**src/rtl/lc3_execute_pkg.sv**
```systemverilog
// Shared encodings for the LC3 execute stage: opcodes, E_Control field layout
// and the operand/address selector codes.
package lc3_exec_pkg;

   localparam int DW = 16;
   localparam int RW = 3;

   typedef enum logic [3:0] {
      OP_BR   = 4'b0000,
      OP_ADD  = 4'b0001,
      OP_LD   = 4'b0010,
      OP_ST   = 4'b0011,
      OP_JSR  = 4'b0100,
      OP_AND  = 4'b0101,
      OP_LDR  = 4'b0110,
      OP_STR  = 4'b0111,
      OP_RTI  = 4'b1000,
      OP_NOT  = 4'b1001,
      OP_LDI  = 4'b1010,
      OP_STI  = 4'b1011,
      OP_JMP  = 4'b1100,
      OP_RES  = 4'b1101,
      OP_LEA  = 4'b1110,
      OP_TRAP = 4'b1111
   } opcode_e;

   typedef enum logic [1:0] {
      ALU_ADD  = 2'b00,
      ALU_AND  = 2'b01,
      ALU_NOT  = 2'b10,
      ALU_ZERO = 2'b11
   } alu_ctl_e;

   typedef enum logic [1:0] {
      PC1_OFF11 = 2'b00,
      PC1_OFF9  = 2'b01,
      PC1_OFF6  = 2'b10,
      PC1_ZERO  = 2'b11
   } pcsel1_e;

   localparam logic PC2_NPC = 1'b1;
   localparam logic OP2_REG = 1'b1;

   // E_Control = {alu_control[5:4], pcselect1[3:2], pcselect2[1], op2select[0]}
   function automatic alu_ctl_e alu_ctl_of(input logic [5:0] e);
      return alu_ctl_e'(e[5:4]);
   endfunction

   function automatic pcsel1_e pcsel1_of(input logic [5:0] e);
      return pcsel1_e'(e[3:2]);
   endfunction

   function automatic logic pcsel2_of(input logic [5:0] e);
      return e[1];
   endfunction

   function automatic logic op2sel_of(input logic [5:0] e);
      return e[0];
   endfunction

endpackage

```
**src/rtl/lc3_execute_if.sv**
```systemverilog
// decode_out bus from the decode stage into execute.
// There is no valid/ready pair: the execute stage samples every field on a rising
// clock edge whenever enable_execute is high, and ignores the bus otherwise.
interface lc3_execute_if;
   import lc3_exec_pkg::*;

   logic [1:0]    W_Control_in;
   logic [5:0]    E_Control;
   logic [DW-1:0] IR;
   logic [DW-1:0] npc_in;
   logic          Mem_Control_in;

   modport master (
      output W_Control_in, E_Control, IR, npc_in, Mem_Control_in
   );

   modport slave (
      input W_Control_in, E_Control, IR, npc_in, Mem_Control_in
   );
endinterface

```
**src/rtl/lc3_execute_alu.sv**
```systemverilog
// Combinational ALU and address adder of the execute stage; operands arrive
// already bypass-resolved.
module lc3_exec_alu
   import lc3_exec_pkg::*;
(
   input  logic [DW-1:0] op1,
   input  logic [DW-1:0] op2,
   input  logic [5:0]    e_control,
   input  logic [10:0]   ir_off,
   input  logic [DW-1:0] npc,
   output logic [DW-1:0] alu_res,
   output logic [DW-1:0] addr
);

   logic [DW-1:0] alu_b;
   logic [DW-1:0] pc_a;
   logic [DW-1:0] pc_b;

   always_comb begin
      alu_b = (op2sel_of(e_control) == OP2_REG) ? op2
                                               : {{(DW-5){ir_off[4]}}, ir_off[4:0]};
      alu_res = '0;
      case (alu_ctl_of(e_control))
         ALU_ADD:  alu_res = op1 + alu_b;
         ALU_AND:  alu_res = op1 & alu_b;
         ALU_NOT:  alu_res = ~op1;
         default:  alu_res = '0;
      endcase
   end

   always_comb begin
      pc_a = '0;
      case (pcsel1_of(e_control))
         PC1_OFF11: pc_a = {{(DW-11){ir_off[10]}}, ir_off[10:0]};
         PC1_OFF9:  pc_a = {{(DW-9){ir_off[8]}}, ir_off[8:0]};
         PC1_OFF6:  pc_a = {{(DW-6){ir_off[5]}}, ir_off[5:0]};
         default:   pc_a = '0;
      endcase
      pc_b = (pcsel2_of(e_control) == PC2_NPC) ? npc : op1;
      // Carry out of bit 15 is intentionally dropped: addresses wrap at 2^16.
      addr = pc_a + pc_b;
   end

endmodule

```
**src/rtl/lc3_execute.sv**
```systemverilog
// LC3 execute stage: operand bypass, ALU/address computation and the single
// pipeline register bank feeding memaccess/writeback.
module lc3_execute
   import lc3_exec_pkg::*;
#(
   parameter int DW_P = DW,
   parameter int RW_P = RW
) (
   input  logic             clock,
   input  logic             reset,
   input  logic             enable_execute,
   lc3_execute_if.slave     dec_bus,
   input  logic [DW_P-1:0]  VSR1,
   input  logic [DW_P-1:0]  VSR2,
   input  logic             bypass_alu_1,
   input  logic             bypass_alu_2,
   input  logic             bypass_mem_1,
   input  logic             bypass_mem_2,
   input  logic [DW_P-1:0]  Mem_Bypass_Val,
   output logic [1:0]       W_Control_out,
   output logic             Mem_Control_out,
   output logic [DW_P-1:0]  aluout,
   output logic [DW_P-1:0]  pcout,
   output logic [RW_P-1:0]  dr,
   output logic [RW_P-1:0]  sr1,
   output logic [RW_P-1:0]  sr2,
   output logic [DW_P-1:0]  IR_Exec,
   output logic [2:0]       NZP,
   output logic [DW_P-1:0]  M_Data
);

   opcode_e         opcode;
   logic [DW_P-1:0] op1;
   logic [DW_P-1:0] op2;
   logic [DW_P-1:0] alu_res;
   logic [DW_P-1:0] addr;
   logic            is_alu_op;
   logic [RW_P-1:0] dr_next;
   logic [2:0]      nzp_next;

   assign opcode = opcode_e'(dec_bus.IR[15:12]);

   // Stores read their data register through sr2 from the dr field.
   always_comb begin
      sr1 = dec_bus.IR[8:6];
      if (opcode == OP_ST || opcode == OP_STR || opcode == OP_STI)
         sr2 = dec_bus.IR[11:9];
      else
         sr2 = dec_bus.IR[2:0];
   end

   // aluout fed back here is the pre-edge registered value, so a held stage
   // keeps forwarding the same result.
   always_comb begin
      op1 = bypass_alu_1 ? aluout : (bypass_mem_1 ? Mem_Bypass_Val : VSR1);
      op2 = bypass_alu_2 ? aluout : (bypass_mem_2 ? Mem_Bypass_Val : VSR2);
   end

   lc3_exec_alu u_alu (
      .op1       (op1),
      .op2       (op2),
      .e_control (dec_bus.E_Control),
      .ir_off    (dec_bus.IR[10:0]),
      .npc       (dec_bus.npc_in),
      .alu_res   (alu_res),
      .addr      (addr)
   );

   always_comb begin
      is_alu_op = (opcode == OP_ADD) || (opcode == OP_AND) || (opcode == OP_NOT);
      dr_next   = '0;
      nzp_next  = 3'b000;
      case (opcode)
         OP_ADD, OP_AND, OP_NOT, OP_LD, OP_LDR, OP_LDI, OP_LEA:
            dr_next = dec_bus.IR[11:9];
         default:
            dr_next = '0;
      endcase
      case (opcode)
         OP_BR:   nzp_next = dec_bus.IR[11:9];
         OP_JMP:  nzp_next = 3'b111;
         default: nzp_next = 3'b000;
      endcase
   end

   always_ff @(posedge clock or posedge reset) begin
      if (reset) begin
         W_Control_out   <= '0;
         Mem_Control_out <= 1'b0;
         aluout          <= '0;
         pcout           <= '0;
         dr              <= '0;
         IR_Exec         <= '0;
         NZP             <= '0;
         M_Data          <= '0;
      end else if (enable_execute) begin
         W_Control_out   <= dec_bus.W_Control_in;
         Mem_Control_out <= dec_bus.Mem_Control_in;
         aluout          <= is_alu_op ? alu_res : addr;
         pcout           <= addr;
         dr              <= dr_next;
         IR_Exec         <= dec_bus.IR;
         NZP             <= nzp_next;
         M_Data          <= op2;
      end
   end

endmodule

```
**src/flat_wrapper.sv**
```systemverilog
// flat-port wrapper written by rule: the top's interface ports become plain ports
module lc3_execute_flat import lc3_exec_pkg::*;
#(
   parameter int DW_P = DW,
   parameter int RW_P = RW
)
  (clock, reset, enable_execute, VSR1, VSR2, bypass_alu_1, bypass_alu_2, bypass_mem_1, bypass_mem_2, Mem_Bypass_Val, W_Control_out, Mem_Control_out, aluout, pcout, dr, sr1, sr2, IR_Exec, NZP, M_Data, dec_bus_W_Control_in, dec_bus_E_Control, dec_bus_IR, dec_bus_npc_in, dec_bus_Mem_Control_in);
  lc3_execute_if dec_bus_i ();
  input  logic clock;
  input  logic reset;
  input  logic enable_execute;
  input  logic [DW_P-1:0] VSR1;
  input  logic [DW_P-1:0] VSR2;
  input  logic bypass_alu_1;
  input  logic bypass_alu_2;
  input  logic bypass_mem_1;
  input  logic bypass_mem_2;
  input  logic [DW_P-1:0] Mem_Bypass_Val;
  output logic [1:0] W_Control_out;
  output logic Mem_Control_out;
  output logic [DW_P-1:0] aluout;
  output logic [DW_P-1:0] pcout;
  output logic [RW_P-1:0] dr;
  output logic [RW_P-1:0] sr1;
  output logic [RW_P-1:0] sr2;
  output logic [DW_P-1:0] IR_Exec;
  output logic [2:0] NZP;
  output logic [DW_P-1:0] M_Data;
  input wire logic [$bits(dec_bus_i.W_Control_in)-1:0] dec_bus_W_Control_in;
  input wire logic [$bits(dec_bus_i.E_Control)-1:0] dec_bus_E_Control;
  input wire logic [$bits(dec_bus_i.IR)-1:0] dec_bus_IR;
  input wire logic [$bits(dec_bus_i.npc_in)-1:0] dec_bus_npc_in;
  input wire logic [$bits(dec_bus_i.Mem_Control_in)-1:0] dec_bus_Mem_Control_in;
  assign dec_bus_i.W_Control_in = dec_bus_W_Control_in;
  assign dec_bus_i.E_Control = dec_bus_E_Control;
  assign dec_bus_i.IR = dec_bus_IR;
  assign dec_bus_i.npc_in = dec_bus_npc_in;
  assign dec_bus_i.Mem_Control_in = dec_bus_Mem_Control_in;
  lc3_execute #(.DW_P(DW_P), .RW_P(RW_P)) u_core (.clock(clock), .reset(reset), .enable_execute(enable_execute), .dec_bus(dec_bus_i), .VSR1(VSR1), .VSR2(VSR2), .bypass_alu_1(bypass_alu_1), .bypass_alu_2(bypass_alu_2), .bypass_mem_1(bypass_mem_1), .bypass_mem_2(bypass_mem_2), .Mem_Bypass_Val(Mem_Bypass_Val), .W_Control_out(W_Control_out), .Mem_Control_out(Mem_Control_out), .aluout(aluout), .pcout(pcout), .dr(dr), .sr1(sr1), .sr2(sr2), .IR_Exec(IR_Exec), .NZP(NZP), .M_Data(M_Data));
endmodule
```
**config.mk**
```make
export PLATFORM = sky130hd
export DESIGN_NAME = lc3_execute_flat
export DESIGN_NICKNAME = d
export VERILOG_FILES = /design/src/rtl/lc3_execute_pkg.sv /design/src/rtl/lc3_execute_if.sv /design/src/rtl/lc3_execute_alu.sv /design/src/rtl/lc3_execute.sv /design/src/flat_wrapper.sv
export SDC_FILE = /design/constraint.sdc
export NUM_CORES = 1
export LEC_CHECK = 0
export ABC_CLOCK_PERIOD_IN_PS = 7750
export CORE_AREA = 3 3 114 116
export DETAILED_ROUTE_END_ITERATION = 10
export DIE_AREA = 0 0 117 119
export PLACE_DENSITY = 0.9
export SYNTH_ARGS = -nofsm -noshare
export SYNTH_HDL_FRONTEND = slang
export SYNTH_HIERARCHICAL = 1
export SYNTH_SLANG_ARGS = --single-unit
export TNS_END_PERCENT = 1
```
**constraint.sdc**
```tcl
create_clock -name clock -period 7.75 [get_ports clock]
set_input_delay 1.1625 -clock clock [delete_from_list [all_inputs] [get_ports clock]]
set_output_delay 1.1625 -clock clock [all_outputs]
set_load 0.01 [all_outputs]
```
==> results of run 1 <==
-- area by class of cell --
class / count / area (um2) / share of cell area (%)
clock inverter: 6 / 115.1 / 1.425
tap: 147 / 183.9 / 2.276
clock buffer: 10 / 229.0 / 2.834
inverter: 59 / 221.5 / 2.741
sequential: 73 / 1827 / 22.61
multi-input combinational: 548 / 3750 / 46.41
timing repair buffer: 176 / 1754 / 21.71
-- cell usage after synthesis (all sizes together), types with 7 or more instances --
cell type  number  area share [%]
nor2           35             2.2
mux2           54              10
dfrtp          73              30
a21o            7            0.87
a211oi         21             2.8
buf            23             2.3
a21oi          45             3.9
nand3          22             1.8
and2            8            0.83
o22ai          22             2.3
clkbuf         23             1.7
xnor2          17             2.5
nor2b          22             2.3
ha             31             6.4
inv            59             3.7
a31oi          19             2.0
nand2          80             5.1
o21ai          88             7.3
mux2i          22             3.6
-- per-stage QoR --
| stage | total power [mW] | hold slack (ps) | instance area (um2) |
|---|---|---|---|
| finish | 1.881 | 508.1 | 8080 |
| floorplan | 1.031 | 548.9 | 6037 |
| global placement | 1.367 | 488.5 | 7736 |
| CTS | 1.878 | 512.3 | 8080 |
| global route | 1.990 | 523.7 | 8080 |
| detailed placement | 1.383 | 496.8 | 7736 |
-- critical path, stage by stage --
cell,delay [ps]
clkdlybuf4s50_1,1140
mux2i_1,230
o21ai_0,330
inv_1,110
o21ai_0,260
ha_1,280
inv_1,80
fa_1,400
nor2b_1,120
o21ai_0,100
a21oi_1,260
o21ai_1,180
o311ai_0,430
o21ai_0,150
a31oi_1,210
-- how the worst min path moves through the flow --
stage / startpoint / endpoint / slack, ps / cells past startpoint
finish: u_core/pcout[11] / u_core/pcout[11] / 510 / 1
global route: u_core/pcout[15] / u_core/pcout[15] / 520 / 1
CTS: u_core/IR_Exec[3] / u_core/IR_Exec[3] / 510 / 1
detailed placement: u_core/pcout[3] / u_core/pcout[3] / 500 / 1
global placement: u_core/W_Control_out[1] / u_core/W_Control_out[1] / 490 / 1
floorplan: u_core/IR_Exec[10] / u_core/IR_Exec[10] / 550 / 2
-- registers in the layout, indices dropped and copies added, names as in the netlist --
name	flops
u_core/dr	3
u_core/NZP	3
u_core/Mem_Control_out	1
u_core/pcout	16
u_core/IR_Exec	16
u_core/W_Control_out	2
u_core/aluout	16
u_core/M_Data	16
-- layout by cell type, fill, tap and decap left out, drive strengths merged, types with 31 or more instances in the layout --
master,instances
o21ai,88
mux2,54
nand2,80
nor2,35
a21oi,45
inv,60
clkdlybuf4s50,173
ha,31
dfrtp,73
-- power by group --
group	switching [mW]	internal, mW	total (mW)
logic	0.438	0.426	0.864
registers	0.0684	0.465	0.533
clock network	0.167	0.316	0.484
-- kinds of logic after synthesis --
logic type               Yosys count
AND/OR/NAND/NOR                  183
XOR/XNOR                          23
flip-flops                        73
buffers and inverters            105
adder cells (fa/ha/maj)           33
AO/OA/AOI/OAI                    233
multiplexers                      76
-- metal layers --
layer / vias to the layer above / part of all wire, %
met1: 2805 / 43
li1: 2872 / -
met5: - / 0
met2: 303 / 45
met4: 0 / 1.3
met3: 20 / 11
==> results.py, run 1 <==
metrics = {
    "setup_path": {
        "crit_required_ps": 8000,
        "worstPathArrival_ps": 5460,
        "timing.rr.end": "u_core/aluout[12]",
        "path_class": "input pin to register",
        "r2r_cells": 14,
        "worstReg2RegStart": "u_core/aluout[0]",
        "startpoint_type": "input pin",
        "crit_start": "bypass_mem_1",
        "ff2ff_setup_slack_ps": 4410,
        "endpoint": "u_core/aluout[12]",
        "crit_fanout": 16,
        "worst_setup_path_end_kind": "register",
    },
    "clock_tree": {
        "clock_latency_ps": 340,
        "cts_resized": 0,
        "htreeDepth": 3,
        "numCtsBuffers": 9,
        "postCtsSetupRepairBufs": 0,
        "clock_path_buffers": 2,
        "path_clk_slew_ps": 60,
        "cts_tree": "built",
        "clock_sinks": 73,
        "cts_root_buffer": "clkbuf_16",
        "holdBufCountCts": 0,
    },
    "layout": {
        "area_growth_pct": 33.84,
        "stdcell_count": 1019,
        "antenna_cells": 0,
        "nFillCells": 965,
        "fin_nets": 996,
        "post-route-util_pct": 67.27,
        "drive_gt1_share_pct": 10.09,
    },
    "die": {
        "initial_core_util_pct": 50.26,
        "dieWidth_um": 117,
        "core_area_um2": 12010,
        "rows": 40,
        "chipHeight_um": 119,
        "dieArea_um2": 13920,
        "io_pins": 175,
    },
    "global_route": {
        "use_met3_pct": 5.894,
        "antenna_found_initial": 0,
        "grt_util_met1_pct": 36.43,
        "overflow": 0,
        "grt_pass1_wl_um": 29220,
        "grt_usage_pct": 26.40,
        "grt-busiest-layer": "met2",
        "met2_usage_pct": 41.18,
        "grt_start_max_net_pins": 110,
        "grt_pass1_vias": 5778,
    },
    "sta": {
        "fin_ws_ps": 2547,
        "fin_crit_ps": 5203,
        "fin_skew_ps": 6.280,
        "worstMarginPinSlew_ps": 1123,
        "setup-tns-final_ps": 0,
        "rsz0062_at_grt": "false",
        "fin_crit_sh_pct": 67.14,
        "finalHoldViolCount": 0,
        "setup_violations": 0,
        "fmaxAchievable_mhz": 192.2,
        "slew-limit-headroom_pct": 24.88,
        "slew_viol_final": 0,
    },
    "synthesis": {
        "synth_compound_area_share_pct": 24.06,
        "synthSimpleGateAreaFrac_pct": 13.91,
        "synth-adder-area-share_pct": 7.088,
        "ys_ff_latch": 73,
        "avgSynthCellArea_um2": 8.315,
        "synth_cells": 726,
        "ys_types": 59,
        "synth_top_family_by_area": "compound AO/OA/AOI/OAI gates",
        "muxShareOfSynthArea_pct": 13.72,
        "async_reset_ff_share_pct": 100.0,
        "syn_area_um2": 6037,
        "synthesis.nets": 855,
        "synth_ff_type": "dfrtp_1",
        "yosys_warnings": 6,
        "synth-xor-area-share_pct": 3.337,
        "ys_seq_area_share_pct": 30.26,
        "synth_edf_count": 0,
    },
    "routing": {
        "dr_total_vias": 6000,
        "wl_per_cell_um": 18.32,
        "first_pass_iters": 6,
        "drt_wl_total_um": 18670,
        "vias_per_cell": 5.888,
        "drc": 0,
        "first_iter_violations": 562,
        "postRouteAntennaNets": 0,
    },
    "job": {
        "cap_viol_max_count": 0,
    },
    "placed_design": {
        "place_ws_ps": 2392,
        "dp_hpwl_um": 13740,
        "placedCellCount": 1003,
        "place_congestion": 0.8920,
        "port_buffers": 174,
    },
    "min_path": {
        "hold_class": "register to register",
    },
    "outcome": {
        "outcome": "completed",
    },
    "power_and_ir_drop": {
        "peakVddDrop_v": 0.0001410,
        "p_leak_nw": 3.435,
        "power_density_nw_per_um2": 232.8,
    },
}
Note: power is estimated with default switching activity, not from simulation.
==> run 2: changes to the inputs <==
- ABC_CLOCK_PERIOD_IN_PS: 7750 -> 4900
- CORE_AREA: 3 3 114 116 -> 3 3 115 117
- DIE_AREA: 0 0 117 119 -> 0 0 118 120
- PLACE_DENSITY: 0.9 -> 0.89
- clock period: 7.75 -> 4.9 ns (I/O delays scaled with it)
==> results.py, run 2 (synthesized netlist as in run 1, its figures left out) <==
metrics = {
    "outcome": {
        "outcome": "completed",
    },
    "placed_design": {
        "dp_hpwl_um": 13920,
        "placedCellCount": 1035,
        "place_congestion": 0.8923,
        "port_buffers": 174,
    },
    "clock_tree": {
        "path_clk_slew_ps": 60,
        "htreeDepth": 3,
        "clock_latency_ps": 350,
        "holdBufCountCts": 0,
        "cts_resized": 0,
        "numCtsBuffers": 9,
        "postCtsSetupRepairBufs": 0,
        "clock_path_buffers": 2,
        "clock_sinks": 73,
        "cts_root_buffer": "clkbuf_16",
        "cts_tree": "built",
    },
    "routing": {
        "wl_per_cell_um": 17.77,
        "drt_wl_total_um": 18660,
        "dr_total_vias": 6009,
        "postRouteAntennaNets": 0,
        "first_pass_iters": 6,
        "first_iter_violations": 572,
        "vias_per_cell": 5.723,
        "drc": 0,
    },
    "power_and_ir_drop": {
        "p_int_mw": 1.868,
        "switching_share_pct": 36.14,
        "power_density_nw_per_um2": 359.4,
        "p_total_mw": 2.925,
        "peakVddDrop_v": 0.0002533,
        "pwr-share-seq_pct": 28.8,
        "p_sw_mw": 1.057,
        "p_clk_share_pct": 24.6,
        "p_comb_share_pct": 46.5,
        "p_leak_nw": 3.456,
    },
    "setup_path": {
        "r2r_cells": 14,
        "path_buf_inv": 2,
        "path_depth": 15,
        "critPathTopFamily": "compound AO/OA/AOI/OAI gates",
        "crit_slowest_cell": "clkdlybuf4s50_1",
        "crit_required_ps": 5170,
        "max_stage_delay_ps": 740,
        "crit_fanout": 18,
        "worst_setup_path_end_kind": "register",
        "cp_cell_sequence": "clkdlybuf4s50_1 -> buf_4 -> a211oi_1 -> a21oi_1 -> nand2_1 -> nand2_1 -> ha_1 -> a21oi_1 -> o21ai_0 -> a221oi_1 -> o31ai_1 -> xnor2_1 -> o221ai_1 -> nand3_1 -> a31oi_1",
        "worstPathArrival_ps": 4450,
        "path_class": "input pin to register",
        "startpoint_type": "input pin",
    },
    "sta": {
        "finalHoldViolCount": 0,
        "fin_crit_sh_pct": 85.31,
        "setup-tns-final_ps": 0,
        "fin_skew_ps": 6.847,
        "slew-limit-headroom_pct": 29.32,
        "fmaxAchievable_mhz": 239.2,
        "slew_viol_final": 0,
        "fin_crit_ps": 4180,
        "setup_violations": 0,
        "rsz0062_at_grt": "false",
        "worstMarginPinSlew_ps": 1058,
    },
    "layout": {
        "area_growth_pct": 34.82,
        "layout.cells.most_common": "clkdlybuf4s50_1",
        "final_cell_mix": "clkdlybuf4s50_1, o21ai_0, nand2_1",
        "fin_nets": 1003,
        "nFillCells": 1047,
        "drive_gt1_share_pct": 10.82,
        "stdcell_count": 1050,
        "antenna_cells": 0,
    },
    "global_route": {
        "grt_start_max_net_pins": 78,
        "grt_pass1_vias": 5844,
        "antenna_found_initial": 0,
        "grt_pass1_wl_um": 30280,
        "grt_usage_pct": 26.15,
        "overflow": 0,
    },
    "die": {
        "chipHeight_um": 120,
        "initial_core_util_pct": 48.43,
        "dieWidth_um": 118,
        "rows": 41,
        "dieArea_um2": 14160,
        "core_area_um2": 12470,
        "io_pins": 175,
    },
    "min_path": {
        "min_path_cells": 1,
        "hold_class": "register to register",
    },
    "job": {
        "cap_viol_max_count": 0,
    },
}
## run 2: path summary, 6_finish.rpt
| path | from | to | slack [ps] |
|---|---|---|---|
| max | bypass_mem_2 | u_core/aluout[14] | 720 |
| min | u_core/IR_Exec[13] | u_core/IR_Exec[13] | 510 |
| max reg2reg | u_core/aluout[0] | u_core/aluout[12] | 1690 |
| min reg2reg | u_core/IR_Exec[13] | u_core/IR_Exec[13] | 510 |
| max in group asynchronous | reset | u_core/IR_Exec[3] | 3010 |
| min in group asynchronous | reset | u_core/aluout[3] | 950 |
## run 2: stage by stage
stage	instance area, um2	util, %	setup slack [ps]	hold slack (ps)
after global placement	7820	62.73	499.2	488.3
after detailed placement	7820	62.73	552.5	494.6
final	8139	65.29	719.6	505.2
after global routing	8139	65.29	525.1	513.4
after floorplan	6037	-	1498	548.9
after CTS	8139	65.29	841.7	507.7
## run 2: power by group through the flow
stage                     sequential, mW  combinational [mW]  clock (mW)
after CTS                          0.844                1.35       0.734
final                              0.843                1.36       0.721
after detailed placement           0.852                1.33           0
after global placement             0.846                1.32           0
after floorplan                    0.892               0.740           0
after global routing               0.864                1.48       0.753
## run 2: final cells by class
type                    count  area [um2]  share of cell area (%)
repair buffers            183        1807                   22.20
clock buffers              10       239.0                   2.936
flip-flops and latches     73        1827                   22.44
clock inverters             5       80.08                  0.9839
inverters                  59       221.5                   2.721
well taps                 172       215.2                   2.644
multi-input cells         548        3750                   46.07
## run 2: layer usage
metal	up-vias	share of wire [%]	GRT usage (%)
li1	2882	-	-
met4	0	1.6	8.205
met2	306	44	40.64
met5	-	0	0
met1	2797	45	36.55
met3	24	8.9	5.655
## run 2: worst register-to-register path, delay by kind of cell (launching register included)
kind	cells	cell delay (ps)
compound gates	8	1680
fa+ha+maj	2	670
flops	1	400
buf+inv	2	190
simple gates	2	180
==> run 3: changes to the inputs <==
- RECOVER_POWER: unset -> 50
==> results.py, run 3 (synthesized netlist as in run 1, its figures left out) <==
metrics = {
    "outcome": {
        "outcome": "complete, but fails checks",
        "violations": "capacitance limit, slew limit",
    },
    "die": {
        "io_pins": 175,
        "initial_core_util_pct": 48.43,
        "chipHeight_um": 120,
        "core_area_um2": 12470,
        "dieWidth_um": 118,
        "dieArea_um2": 14160,
        "rows": 41,
    },
    "layout": {
        "area_growth_pct": 34.76,
        "final_cell_mix": "clkdlybuf4s50_1, o21ai_0, nand2_1",
        "drive_gt1_share_pct": 10.59,
        "antenna_cells": 0,
        "layout.cells.most_common": "clkdlybuf4s50_1",
        "fin_nets": 1003,
    },
    "global_route": {
        "overflow": 0,
        "grt_start_max_net_pins": 78,
        "grt_usage_pct": 26.15,
        "grt_pass1_vias": 5844,
        "antenna_found_initial": 0,
        "grt_pass1_wl_um": 30280,
    },
    "clock_tree": {
        "path_clk_slew_ps": 60,
        "holdBufCountCts": 0,
        "htreeDepth": 3,
        "numCtsBuffers": 9,
        "cts_resized": 0,
        "clock_path_buffers": 2,
        "cts_tree": "built",
        "clock_latency_ps": 350,
        "cts_root_buffer": "clkbuf_16",
        "postCtsSetupRepairBufs": 0,
        "clock_sinks": 73,
    },
    "placed_design": {
        "place_congestion": 0.8923,
        "dp_hpwl_um": 13920,
        "port_buffers": 174,
    },
    "job": {
        "cap_viol_max_count": 2,
    },
    "setup_path": {
        "crit_slowest_cell": "clkdlybuf4s50_1",
        "critPathTopFamily": "compound AO/OA/AOI/OAI gates",
        "startpoint_type": "input pin",
        "path_buf_inv": 2,
        "worst_setup_path_end_kind": "register",
        "worstPathArrival_ps": 4370,
        "path_class": "input pin to register",
        "max_stage_delay_ps": 740,
        "crit_required_ps": 4970,
        "crit_fanout": 18,
        "cp_cell_sequence": "clkdlybuf4s50_1 -> buf_4 -> a211oi_1 -> a21oi_1 -> nand2_1 -> nand2_1 -> ha_1 -> a21oi_1 -> o21ai_0 -> a221oi_1 -> o31ai_1 -> xnor2_1 -> o221ai_1 -> nand3_1 -> a31oi_1",
    },
    "sta": {
        "fin_crit_sh_pct": 87.70,
        "fin_crit_ps": 4298,
        "slew_viol_final": 123,
        "rsz0062_at_grt": "false",
        "slew-limit-headroom_pct": -117.8,
        "setup_violations": 0,
        "fmaxAchievable_mhz": 232.7,
        "finalHoldViolCount": 0,
        "fin_skew_ps": 7.763,
        "worstMarginPinSlew_ps": 3266,
        "timing.hold.ws_ps": 500.0,
        "setup-tns-final_ps": 0,
    },
    "routing": {
        "vias_per_cell": 5.725,
        "drc": 0,
        "first_pass_iters": 6,
        "drt_wl_total_um": 18680,
        "dr_total_vias": 6011,
        "postRouteAntennaNets": 0,
        "wl_per_cell_um": 17.79,
        "first_iter_violations": 555,
    },
    "power_and_ir_drop": {
        "power_density_nw_per_um2": 356.7,
        "peakVddDrop_v": 0.0002524,
        "p_leak_nw": 3.488,
    },
    "min_path": {
        "hold_class": "register to register",
    },
}
run 3: cell count changes in the layout (fill, tap and decap cells not counted):
cell | before | now
inv_2 | 2 | 1
clkdlybuf4s50_1 | 173 | 125
inv_1 | 57 | 58
buf_4 | 10 | 9
clkbuf_1 | 0 | 1
dlygate4sd3_1 | 0 | 48
run 3: where the power goes:
| part | total [mW] | internal, mW | switching (mW) |
|---|---|---|---|
| registers | 0.840 | 0.735 | 0.105 |
| logic | 1.34 | 0.654 | 0.685 |
| clock network | 0.723 | 0.456 | 0.267 |
| total | 2.90 | 1.84 | 1.06 |
run 3: final cells by class:
class,instances,area (um2)
clock buffer,10,239.0
clock inverter,5,80.08
fill,1048,4330
inverter,59,221.5
multi-input combinational,548,3750
sequential,73,1827
tap,172,215.2
timing repair buffer,183,1803
run 3: per-stage QoR:
| stage | power, mW | util, % | setup slack, ps | cell area, um2 | cells |
|---|---|---|---|---|---|
| 3_3_place_gp | 2.167 | 62.73 | 499.2 | 7820 | 1035 |
| 5_1_grt | 3.066 | 65.26 | 430.5 | 8135 | 1050 |
| 3_5_place_dp | 2.186 | 62.73 | 552.5 | 7820 | 1035 |
| 2_1_floorplan | 1.631 | - | 1498 | 6037 | 726 |
| 4_1_cts | 2.924 | 65.29 | 841.7 | 8139 | 1050 |
| 6_report | 2.902 | 65.26 | 602.5 | 8135 | 1050 |
run 3: final timing paths:
check | from | endpoint | slack [ps] | cells after the start
setup / recovery | bypass_mem_2 | u_core/aluout[14] | 600 | 15
hold reg to reg | u_core/pcout[10] | u_core/pcout[10] | 500 | 1
setup reg to reg | u_core/aluout[0] | u_core/aluout[12] | 1650 | 14
min in group asynchronous | reset | u_core/aluout[3] | 1420 | 2
hold / removal | u_core/pcout[10] | u_core/pcout[10] | 500 | 1
max in group asynchronous | reset | u_core/pcout[12] | 2270 | 3
run 3: per-layer routing:
layer	global-route usage (%)	part of all wire, %	vias to the layer above
met5	0	0	-
met4	8.205	1.5	0
met3	5.655	8.3	20
met2	40.64	44	278
met1	36.55	46	2830
li1	-	-	2883
==> variant 1 (settings of run 1) <==
Set the package constant `OP2_REG` to 1'b0 (it was 1'b1).
--- a/src/rtl/lc3_execute_pkg.sv
+++ b/src/rtl/lc3_execute_pkg.sv
@@ -41,3 +41,3 @@
    localparam logic PC2_NPC = 1'b1;
-   localparam logic OP2_REG = 1'b1;
+   localparam logic OP2_REG = 1'b0;
 
Behaviour: not the same (Yosys sat finds a counterexample within 4 cycles, from zero or initial values and one cycle with reset high).
==> variant 1 against run 1 <==
Final area is 0.15% lower. Largest power group unchanged. Register-to-register slack better by 30 ps. Sequential cell count stayed put. Wire length is 1.3% higher. Synthesized area is 0.21% higher. Via count is 1.2% higher. Total power is 2.7% lower. Global-route usage hardly changed. Largest cell class unchanged. Core utilization is 0.10 points lower. Non-clock buffer count is 2 higher. First-iteration DRC count is 17% higher. Critical path depth is 1 lower. Worst setup slack better by 180 ps.
==> variant 1: results (changes against run 1) <==
metric	value	unit	change
met1_usage	37.2	%	was 36.4%
synth-seq-area-share	30.2	%	was 30.3%
max-vdd-ir-drop	0.160	mV	was 0.141 mV
met2_usage	40.4	%	was 41.2%
drive_above_1_share	10.4	%	was 10.1%
synth_ff_type	dfrtp_1		unchanged
dr_wl_met3	1.95	mm	was 1.97 mm
skew	5.92	ps	was 6.28 ps
wl_per_cell	18.5	um	was 18.3 um
clk_latency	340	ps	about the same
hold_path_startpoint	u_core/IR_Exec[1]		was u_core/pcout[11]
synthArstFlopShare	100	%	unchanged
gp_congestion	0.899		was 0.892
first_pass_iters	6		unchanged
dr_wl_met2	8.53	mm	was 8.49 mm
grt_max_degree	74		was 110
power_leakage	3.43	nW	about the same
syn_nets	855		unchanged
root_buffer	clkbuf_16		unchanged
status	finished clean		unchanged
avgSynthCellArea	8.33	sq um	was 8.32 sq um
drt-met1-wl	8.10	mm	was 7.96 mm
grt_pass1_wl	29.5	mm	was 29.2 mm
dpl_worst_slack	2580	ps	was 2390 ps
grt.total_usage	26.4	%	about the same
drtIter0Drc	655		was 562
cts.path.max_buffers	2		unchanged
detailed_place_hpwl	13.8	mm	was 13.7 mm
relSlewSlack	24.7	%	was 24.9%
grt_pass1_vias	5758		was 5778
post_cts_resized	0		unchanged
final_cell_count_no_fill	1021		was 1019
fillers	964		was 965
grt_util_met3	6.76	%	was 5.89%
post_dp_cell_area	7760	sq um	was 7740 sq um
worstPathArrival	5290	ps	was 5460 ps
num_vias	6074		was 6000
synth_area_leaders	dfrtp_1 30%, mux2_2 9.9%, o21ai_0 8.2%		was dfrtp_1 30%, mux2_2 9.9%, o21ai_0 7.2%
synth_common_cells	99 x o21ai_0, 73 x dfrtp_1, 70 x inv_1		was 87 x o21ai_0, 79 x nand2_1, 73 x dfrtp_1
area_growth	33.4	%	was 33.8%
## variant 1: cell types whose count changed in the layout (fill, tap and decap cells not counted), sizes merged
cell	change
clkinv	+3
nand2b	-1
buf	+2
o21ai	+12
nand2	-23
inv	+12
bufinv	-2
clkbuf	-1
## variant 1: report_power, final
part	total (mW)	switching [mW]	internal, mW
combinational	0.866	0.439	0.427
sequential	0.534	0.0695	0.464
clock	0.430	0.178	0.252
total	1.83	0.686	1.14
## variant 1: kinds of logic (layout without fill, tap and decap cells)
family                   after synthesis  in the layout  synth area share, %
AO/OA/AOI/OAI                        245            245                 25.0
AND/OR/NAND/NOR                      159            159                 12.3
buffers and inverters                117            265                 8.36
multiplexers                          76             76                 13.7
flip-flops                            73             73                 30.2
adder cells (fa/ha/maj)               33             33                 7.07
XOR/XNOR                              23             23                 3.33
## variant 1: final timing paths
| check | end | slack [ps] | cells past startpoint |
|---|---|---|---|
| min | u_core/IR_Exec[1] | 510 | 1 |
| max | u_core/aluout[12] | 2730 | 14 |
| max in group asynchronous | u_core/aluout[13] | 5670 | 3 |
| min reg2reg | u_core/IR_Exec[1] | 510 | 1 |
| min in group asynchronous | u_core/IR_Exec[11] | 1430 | 3 |
| max reg2reg | u_core/aluout[12] | 4440 | 14 |
## variant 1: layout make-up
cell class / count / area share [%]
inverters: 71 / 3.32
clock buffers: 9 / 2.79
repair buffers: 178 / 21.9
well taps: 147 / 2.28
clock inverters: 7 / 0.962
flip-flops and latches: 73 / 22.6
multi-input cells: 536 / 46.1
## variant 1: critical path: stages
cell	delay, ps
clkdlybuf4s50_1	1090
mux2i_1	180
o21ai_0	400
inv_1	170
o21ai_0	270
inv_1	100
fa_1	450
nor2b_1	150
o21ai_0	100
a21oi_1	240
o21ai_1	180
o311ai_0	460
o21ai_0	150
a31oi_1	180
==> variant 2 (flow settings as in run 1) <==
Made on the original files. Add an input register stage for `Mem_Bypass_Val`; this delays it by one clock. The other inputs are not delayed to match.
--- a/src/rtl/lc3_execute.sv
+++ b/src/rtl/lc3_execute.sv
@@ -31,2 +31,8 @@
 
+   logic [DW_P-1:0] Mem_Bypass_Val_q;
+
+   always_ff @(posedge clock) begin
+      Mem_Bypass_Val_q <= Mem_Bypass_Val;
+   end
+
    opcode_e         opcode;
@@ -54,4 +60,4 @@
    always_comb begin
-      op1 = bypass_alu_1 ? aluout : (bypass_mem_1 ? Mem_Bypass_Val : VSR1);
-      op2 = bypass_alu_2 ? aluout : (bypass_mem_2 ? Mem_Bypass_Val : VSR2);
+      op1 = bypass_alu_1 ? aluout : (bypass_mem_1 ? Mem_Bypass_Val_q : VSR1);
+      op2 = bypass_alu_2 ? aluout : (bypass_mem_2 ? Mem_Bypass_Val_q : VSR2);
    end
Function: changed (Yosys sat finds a counterexample within 4 cycles, from zero or initial values and one cycle with reset high).
==> variant 2 against run 1 <==
Synthesized area is 6.3% higher. Hold slack hardly changed. Sequential cell count is 16 higher. Largest cell class unchanged. Final area is 3.2% higher. Count of clock-buffer cells in the layout stayed put. Via count is 2.3% higher. First-iteration DRC count is 24% higher. Total power is 1.1% higher. Wire length is 3.0% higher. Die area stayed put. Critical path depth is 1 lower. Highest routed layer unchanged. Critical endpoint unchanged. Combinational power is 0.5% higher. Register-to-register slack better by 90 ps. Worst setup slack better by 280 ps.
==> variant 2: results (changes against run 1) <==
metric	value	unit	change
worstPathArrival	5190	ps	was 5460 ps
syn_inst	742		was 726
gp_congestion	1.02		was 0.892
wl_per_cell	18.6	um	was 18.3 um
skew	6.47	ps	was 6.28 ps
num_vias	6140		was 6000
grt.total_usage	28.0	%	was 26.4%
synth-seq-area-share	33.5	%	was 30.3%
reg2reg_slack	4500	ps	was 4410 ps
grt_pass1_vias	5953		was 5778
worst_slew_pin_slew	1180	ps	was 1120 ps
worstPathMaxFanout	16		unchanged
post_dp_cell_area	8070	sq um	was 7740 sq um
drive_above_1_share	10.2	%	was 10.1%
syn_nets	871		was 855
critPathMaxStageDelay	1110	ps	was 1140 ps
layout.nets	1012		was 996
power_leakage	3.53	nW	was 3.43 nW
p_int	1.20	mW	was 1.21 mW
drtIter0Drc	696		was 562
status	finished clean		unchanged
wl	19.2	mm	was 18.7 mm
grt_pass1_wl	31.0	mm	was 29.2 mm
post_cts_resized	0		unchanged
synth_area_leaders	dfrtp_1 28%, mux2_2 9.5%, o21ai_0 6.8%		was dfrtp_1 30%, mux2_2 9.9%, o21ai_0 7.2%
fmax	203	MHz	was 192 MHz
synth_common_cells	87 x o21ai_0, 79 x nand2_1, 73 x dfrtp_1		unchanged
max-vdd-ir-drop	0.184	mV	was 0.141 mV
-- variant 2: area by class of cell --
class                   instances  area (sq um)
multi-input cells             548          3760
clock inverters                 6          45.0
flip-flops and latches         89          2150
clock buffers                  10           229
repair buffers                176          1750
fillers                       940          3670
inverters                      59           221
well taps                     147           184
-- variant 2: power by group through the flow --
stage | clock network (mW) | logic, mW | registers, mW
final | 0.407 | 0.868 | 0.626
after global routing | 0.435 | 0.944 | 0.638
after CTS | 0.416 | 0.855 | 0.626
after detailed placement | 0 | 0.845 | 0.633
after global placement | 0 | 0.828 | 0.628
after floorplan | 0 | 0.471 | 0.654
-- variant 2: per-layer routing --
layer,up-vias,part of all wire [%],track usage (%)
met5,-,0,0
met4,0,3.4,9.25
met3,48,9.1,7.37
met2,366,44,42.4
met1,2818,44,38.8
li1,2908,-,-
-- variant 2: cells by family after synthesis --
logic type	after synthesis	synth area share [%]
DFF	89	33.5
and+or+nand+nor	183	13.1
xor gates and xnor gates	23	3.14
adders and majority gates	33	6.67
AOI/OAI and AO/OA	233	22.8
muxes	76	12.9
buffers and inverters	105	7.92
-- variant 2: path summary, 6_finish.rpt --
check	startpoint	to	depth (start not counted)
hold reg to reg	u_core/pcout[11]	u_core/pcout[11]	1
hold / removal	u_core/pcout[11]	u_core/pcout[11]	1
setup / recovery	bypass_mem_1	u_core/aluout[12]	14
setup reg to reg	u_core/Mem_Bypass_Val_q[1]	u_core/aluout[12]	13
max in group asynchronous	reset	u_core/IR_Exec[6]	3
min in group asynchronous	reset	u_core/IR_Exec[11]	3
-- variant 2: metrics by stage --
stage | hold slack (ps) | setup slack [ps]
6_report | 508 | 2830
3_3_place_gp | 489 | 2730
3_5_place_dp | 496 | 2560
4_1_cts | 510 | 2930
5_1_grt | 518 | 2500
2_1_floorplan | 530 | 3920
